==> src/rtl/shift_reg4_pkg.sv <==
// -----------------------------------------------------------------------------
// shift_reg4_pkg
//   Shared constants and helpers for the shift_reg4 delay line.
//   - SR_DEPTH_DEFAULT      : default number of storage stages
//   - SR_RESET_BIT_DEFAULT  : default per-stage reset value (replicated DEPTH times)
//   - sr_op_e / sr_decode_op: per-edge operation selected from load / shiftEn
// -----------------------------------------------------------------------------
package shift_reg4_pkg;

    localparam int   SR_DEPTH_DEFAULT     = 4;
    localparam logic SR_RESET_BIT_DEFAULT = 1'b0;

    typedef enum logic [1:0] {
        SR_OP_HOLD  = 2'd0,
        SR_OP_SHIFT = 2'd1,
        SR_OP_LOAD  = 2'd2
    } sr_op_e;

    // Parallel load has priority over shifting; with neither requested the
    // register holds.
    function automatic sr_op_e sr_decode_op(input logic load, input logic shift_en);
        if (load) begin
            return SR_OP_LOAD;
        end
        if (shift_en) begin
            return SR_OP_SHIFT;
        end
        return SR_OP_HOLD;
    endfunction

endpackage : shift_reg4_pkg

==> src/rtl/shift_reg4_shift_stage.sv <==
// -----------------------------------------------------------------------------
// shift_stage
//   One storage stage of the shift register: a single flop with enable and an
//   asynchronous active-low reset to a per-stage constant.
//   Ports:
//     i_clk   - rising-edge clock
//     i_rst_n - asynchronous active-low reset
//     i_en    - capture enable (load or shift this edge)
//     i_d     - next value when enabled
//     o_q     - stored value
// -----------------------------------------------------------------------------
module shift_stage
    import shift_reg4_pkg::*;
#(
    parameter logic RESET_BIT = SR_RESET_BIT_DEFAULT
) (
    input  logic i_clk,
    input  logic i_rst_n,
    input  logic i_en,
    input  logic i_d,
    output logic o_q
);

    logic r_q;

    always_ff @(posedge i_clk or negedge i_rst_n) begin
        if (!i_rst_n) begin
            r_q <= RESET_BIT;
        end else if (i_en) begin
            r_q <= i_d;
        end
    end

    assign o_q = r_q;

endmodule : shift_stage

==> src/rtl/shift_reg4.sv <==
// -----------------------------------------------------------------------------
// shift_reg4
//   Serial-in / serial-out shift register (delay line) with shift enable,
//   synchronous parallel load and a parallel tap of every stage.
//   Stage 0 is the input end, stage DEPTH-1 drives the serial output.
//   Ports:
//     clock       - rising-edge clock
//     reset_n     - asynchronous active-low reset, clears stages to RESET_VALUE
//     shiftIn     - serial data into stage 0
//     shiftEn     - shift enable (tie high for free-running shift)
//     load        - synchronous parallel load request, wins over shiftEn
//     loadData    - parallel load value, bit i -> stage i
//     shiftOut    - stage DEPTH-1, combinational from the flop
//     parallelOut - all stages, bit i = stage i
// -----------------------------------------------------------------------------
module shift_reg4
    import shift_reg4_pkg::*;
#(
    parameter int               DEPTH       = SR_DEPTH_DEFAULT,
    parameter logic [DEPTH-1:0] RESET_VALUE = {DEPTH{SR_RESET_BIT_DEFAULT}}
) (
    input  logic             clock,
    input  logic             reset_n,
    input  logic             shiftIn,
    input  logic             shiftEn,
    input  logic             load,
    input  logic [DEPTH-1:0] loadData,
    output logic             shiftOut,
    output logic [DEPTH-1:0] parallelOut
);

    sr_op_e           w_op;
    logic             w_stage_en;
    logic [DEPTH-1:0] w_stage_d;
    logic [DEPTH-1:0] w_stage_q;

    // Named taps of the four stages for the default depth; they are the
    // hierarchical handles bit0 (input end) .. bit3 (output end).
    logic bit0;
    logic bit1;
    logic bit2;
    logic bit3;

    assign w_op       = sr_decode_op(load, shiftEn);
    assign w_stage_en = (w_op != SR_OP_HOLD);

    always_comb begin
        w_stage_d = w_stage_q;
        case (w_op)
            SR_OP_LOAD:  w_stage_d = loadData;
            SR_OP_SHIFT: w_stage_d = {w_stage_q[DEPTH-2:0], shiftIn};
            default:     w_stage_d = w_stage_q;
        endcase
    end

    generate
        for (genvar gi = 0; gi < DEPTH; gi++) begin : g_stage
            shift_stage #(
                .RESET_BIT (RESET_VALUE[gi])
            ) u_stage (
                .i_clk   (clock),
                .i_rst_n (reset_n),
                .i_en    (w_stage_en),
                .i_d     (w_stage_d[gi]),
                .o_q     (w_stage_q[gi])
            );
        end

        if (DEPTH == 4) begin : g_named
            assign bit0        = w_stage_q[0];
            assign bit1        = w_stage_q[1];
            assign bit2        = w_stage_q[2];
            assign bit3        = w_stage_q[3];
            assign parallelOut = {bit3, bit2, bit1, bit0};
        end else begin : g_generic
            // Named taps only have meaning for the four-stage build.
            assign bit0        = 1'b0;
            assign bit1        = 1'b0;
            assign bit2        = 1'b0;
            assign bit3        = 1'b0;
            assign parallelOut = w_stage_q;
        end
    endgenerate

    assign shiftOut = parallelOut[DEPTH-1];

endmodule : shift_reg4

==> config.mk <==
export PLATFORM = sky130hd
export DESIGN_NAME = shift_reg4
export DESIGN_NICKNAME = d
export VERILOG_FILES = /design/src/rtl/shift_reg4_pkg.sv /design/src/rtl/shift_reg4_shift_stage.sv /design/src/rtl/shift_reg4.sv
export SDC_FILE = /design/constraint.sdc
export NUM_CORES = 1
export LEC_CHECK = 0
export CORE_AREA = 4 4 41 43
export CTS_BUF_LIST = sky130_fd_sc_hd__clkbuf_8 sky130_fd_sc_hd__clkbuf_16
export DETAILED_ROUTE_END_ITERATION = 10
export DIE_AREA = 0 0 45 47
export PLACE_DENSITY_LB_ADDON = 0.08
export SLEW_MARGIN = 20
export SYNTH_ARGS = -nofsm -noshare
export SYNTH_HDL_FRONTEND = slang
export SYNTH_SLANG_ARGS = --single-unit
==> constraint.sdc <==
create_clock -name clock -period 1.9 [get_ports clock]
set_input_delay 0.475 -clock clock [delete_from_list [all_inputs] [get_ports clock]]
set_output_delay 0.475 -clock clock [all_outputs]
set_load 0.01 [all_outputs]
==> impl_metrics.py <==
metrics = {
    "synthesis": {
        "synth_area_per_cell_um2": 10.3,
        "synth_top_area_share": 0.462,
        "synth_area_um2": 216,
        "async_reset_ff_frac": 1.00,
        "synth-edff-count": 0,
        "ys_types": 6,
        "synthTopCellsByCount": "4 x buf_4, 4 x dfrtp_1, 4 x mux2i_1, 4 x nand2_1, 4 x o21ai_1",
        "synth_top_cell_by_area": "dfrtp_1",
        "yosysSeqAreaShare": 0.462,
        "ys.flop_type": "dfrtp_1",
        "synth_area_leaders": "dfrtp_1 46%, mux2i_1 18%, buf_4 14%",
        "ys_ff_latch": 4,
        "syn-num-nets": 30,
        "synth_warnings": 0,
        "synth_cells": 21,
    },
    "cells_and_area": {
        "nets": 43,
        "post-route-util": 0.281,
        "diodes": 0,
        "drive_gt1_frac": 0.0938,
        "largest_reg_flops": 4,
        "area_growth_pct": 68.8,
    },
    "outcome": {
        "run_status": "finished, final reports clean",
    },
    "power_and_ir_drop": {
        "power_density_nw_per_um2": 927,
        "peakVddDrop_uv": 324,
        "p_leak_uw": 0.000158,
    },
    "run": {
        "max_cap_viol_count": 0,
    },
    "critical_path": {
        "path_cells": "clkdlybuf4s50_1",
        "critical-path-top-delay-family": "buffers and inverters",
        "critical_path_class": "flop to output port",
        "end_kind": "output port",
        "worst_ep_required_time_ns": 1.42,
        "arrival_ns": 1.12,
        "cp_max_fo": 3,
        "reg2reg_from": "g_stage[0].u_stage.o_q",
        "reg2regPathDepth": 2,
        "path_buf_inv": 1,
        "startpoint": "g_stage[0].u_stage.o_q",
        "cpPeakStageDelay_ns": 0.55,
        "crit_cells": 1,
        "critPathSlowestCell": "clkdlybuf4s50_1",
        "start_kind": "flop",
    },
    "drt": {
        "num_vias": 160,
        "antenna_left": 0,
        "dr_wl_met3_um": 60,
        "drtIter0Drc": 5,
        "avgViaCountPerCell": 3.40,
        "top_layer_used": "met4",
        "drcViolationCount": 0,
        "met2_length_um": 220,
        "wl_per_cell_um": 9.85,
        "first_pass_iters": 2,
        "wl_met1_um": 179,
        "drt-total-wl_um": 463,
    },
    "clocking": {
        "cts.sinks": 4,
        "cts_buffers": 3,
        "cts_hold_buf": 0,
        "clk_pin_slew_ns": 0.03,
        "post_cts_buffers": 0,
        "cts_tree": "built",
        "cts_root_buffer": "clkbuf_8",
        "clk_latency_ns": 0.21,
        "cts_resized": 0,
        "cts_buffer_depth": 2,
        "htree_num_levels": 1,
    },
    "floorplanning": {
        "initial_core_util": 0.166,
        "die_w_um": 45,
        "rows": 13,
        "core_um2": 1300,
        "die_y_um": 47,
        "die_area_um2": 2120,
        "io_pins": 14,
    },
    "worst_hold_path": {
        "hp-class": "primary input to async pin",
    },
    "place": {
        "portBuffers": 13,
        "post-dp-hpwl_um": 386,
        "gp_congestion": 0.655,
    },
    "timing": {
        "worst_pin_slew_ns": 0.234,
        "hold_viol": 0,
        "timing.hold.ws_ns": 0.460,
        "drv_slew": 0,
        "fin_crit_ns": 1.60,
        "max_freq_ghz": 0.626,
        "slew_headroom": 0.843,
        "rsz0062_at_grt": "false",
        "post-route-period-util": 0.841,
        "skew_ns": 0.00131,
        "fin_tns_setup_ns": 0,
        "setup_viol": 0,
    },
    "global_routing": {
        "grt_overflow": 0,
        "grt_pass1_wl_um": 779,
        "grt_pass1_vias": 169,
        "grt_usage": 0.0625,
        "antenna_found_initial": 0,
        "grt_max_degree": 9,
    },
}
worst paths after layout:
path                                          endpoint  slack, ns
min in group clock              g_stage[3].u_stage.o_q       0.57
worst min-delay path            g_stage[1].u_stage.o_q       0.46
worst max register to register  g_stage[1].u_stage.o_q       1.16
max in group asynchronous       g_stage[3].u_stage.o_q       1.28
worst max-delay path                    parallelOut[0]       0.30
worst min register to register  g_stage[3].u_stage.o_q       0.57
routing by layer:
metal  track usage  vias up
met1        0.0572       62
met4         0.105        0
met5             0        -
met2        0.0734        8
li1              -       88
met3        0.0383        2
layout make-up:
type	count	area, um2
sequential	4	100
timing repair buffer	13	130
tap	15	18.8
fill	153	936
clock buffer	3	41.3
multi-input combinational	12	75.1
cell usage in the layout, fill, tap and decap left out:
cell type	synthesis	routed
dfrtp_1	4	4
clkdlybuf4s50_1	0	13
mux2i_1	4	4
nand2_1	4	4
o21ai_1	4	4
clkbuf_8	0	3
power by group:
group          leakage, uW  internal, uW  switching (uW)
sequential       0.0000486          94.4            5.94
combinational    0.0000878          40.3            21.7
clock            0.0000216           135            41.6
total             0.000158           270            69.3
through the flow:
| step | cell area, um2 | setup slack, ns | std cells | power (uW) |
|---|---|---|---|---|
| floorplan | 216 | 0.873 | 21 | 135 |
| CTS | 365 | 0.296 | 47 | 347 |
| global placement | 324 | 0.376 | 44 | 165 |
| detailed placement | 324 | 0.391 | 44 | 165 |
| global route | 365 | 0.263 | 47 | 362 |
| finish | 365 | 0.302 | 47 | 339 |
logic make-up after synthesis:
| family | synth area share |
|---|---|
| and+or+nand+nor | 0.0693 |
| muxes | 0.185 |
| DFF | 0.462 |
| AOI/OAI and AO/OA | 0.0925 |
| buffers and inverters | 0.191 |
Power figures use the tool's default switching activity.
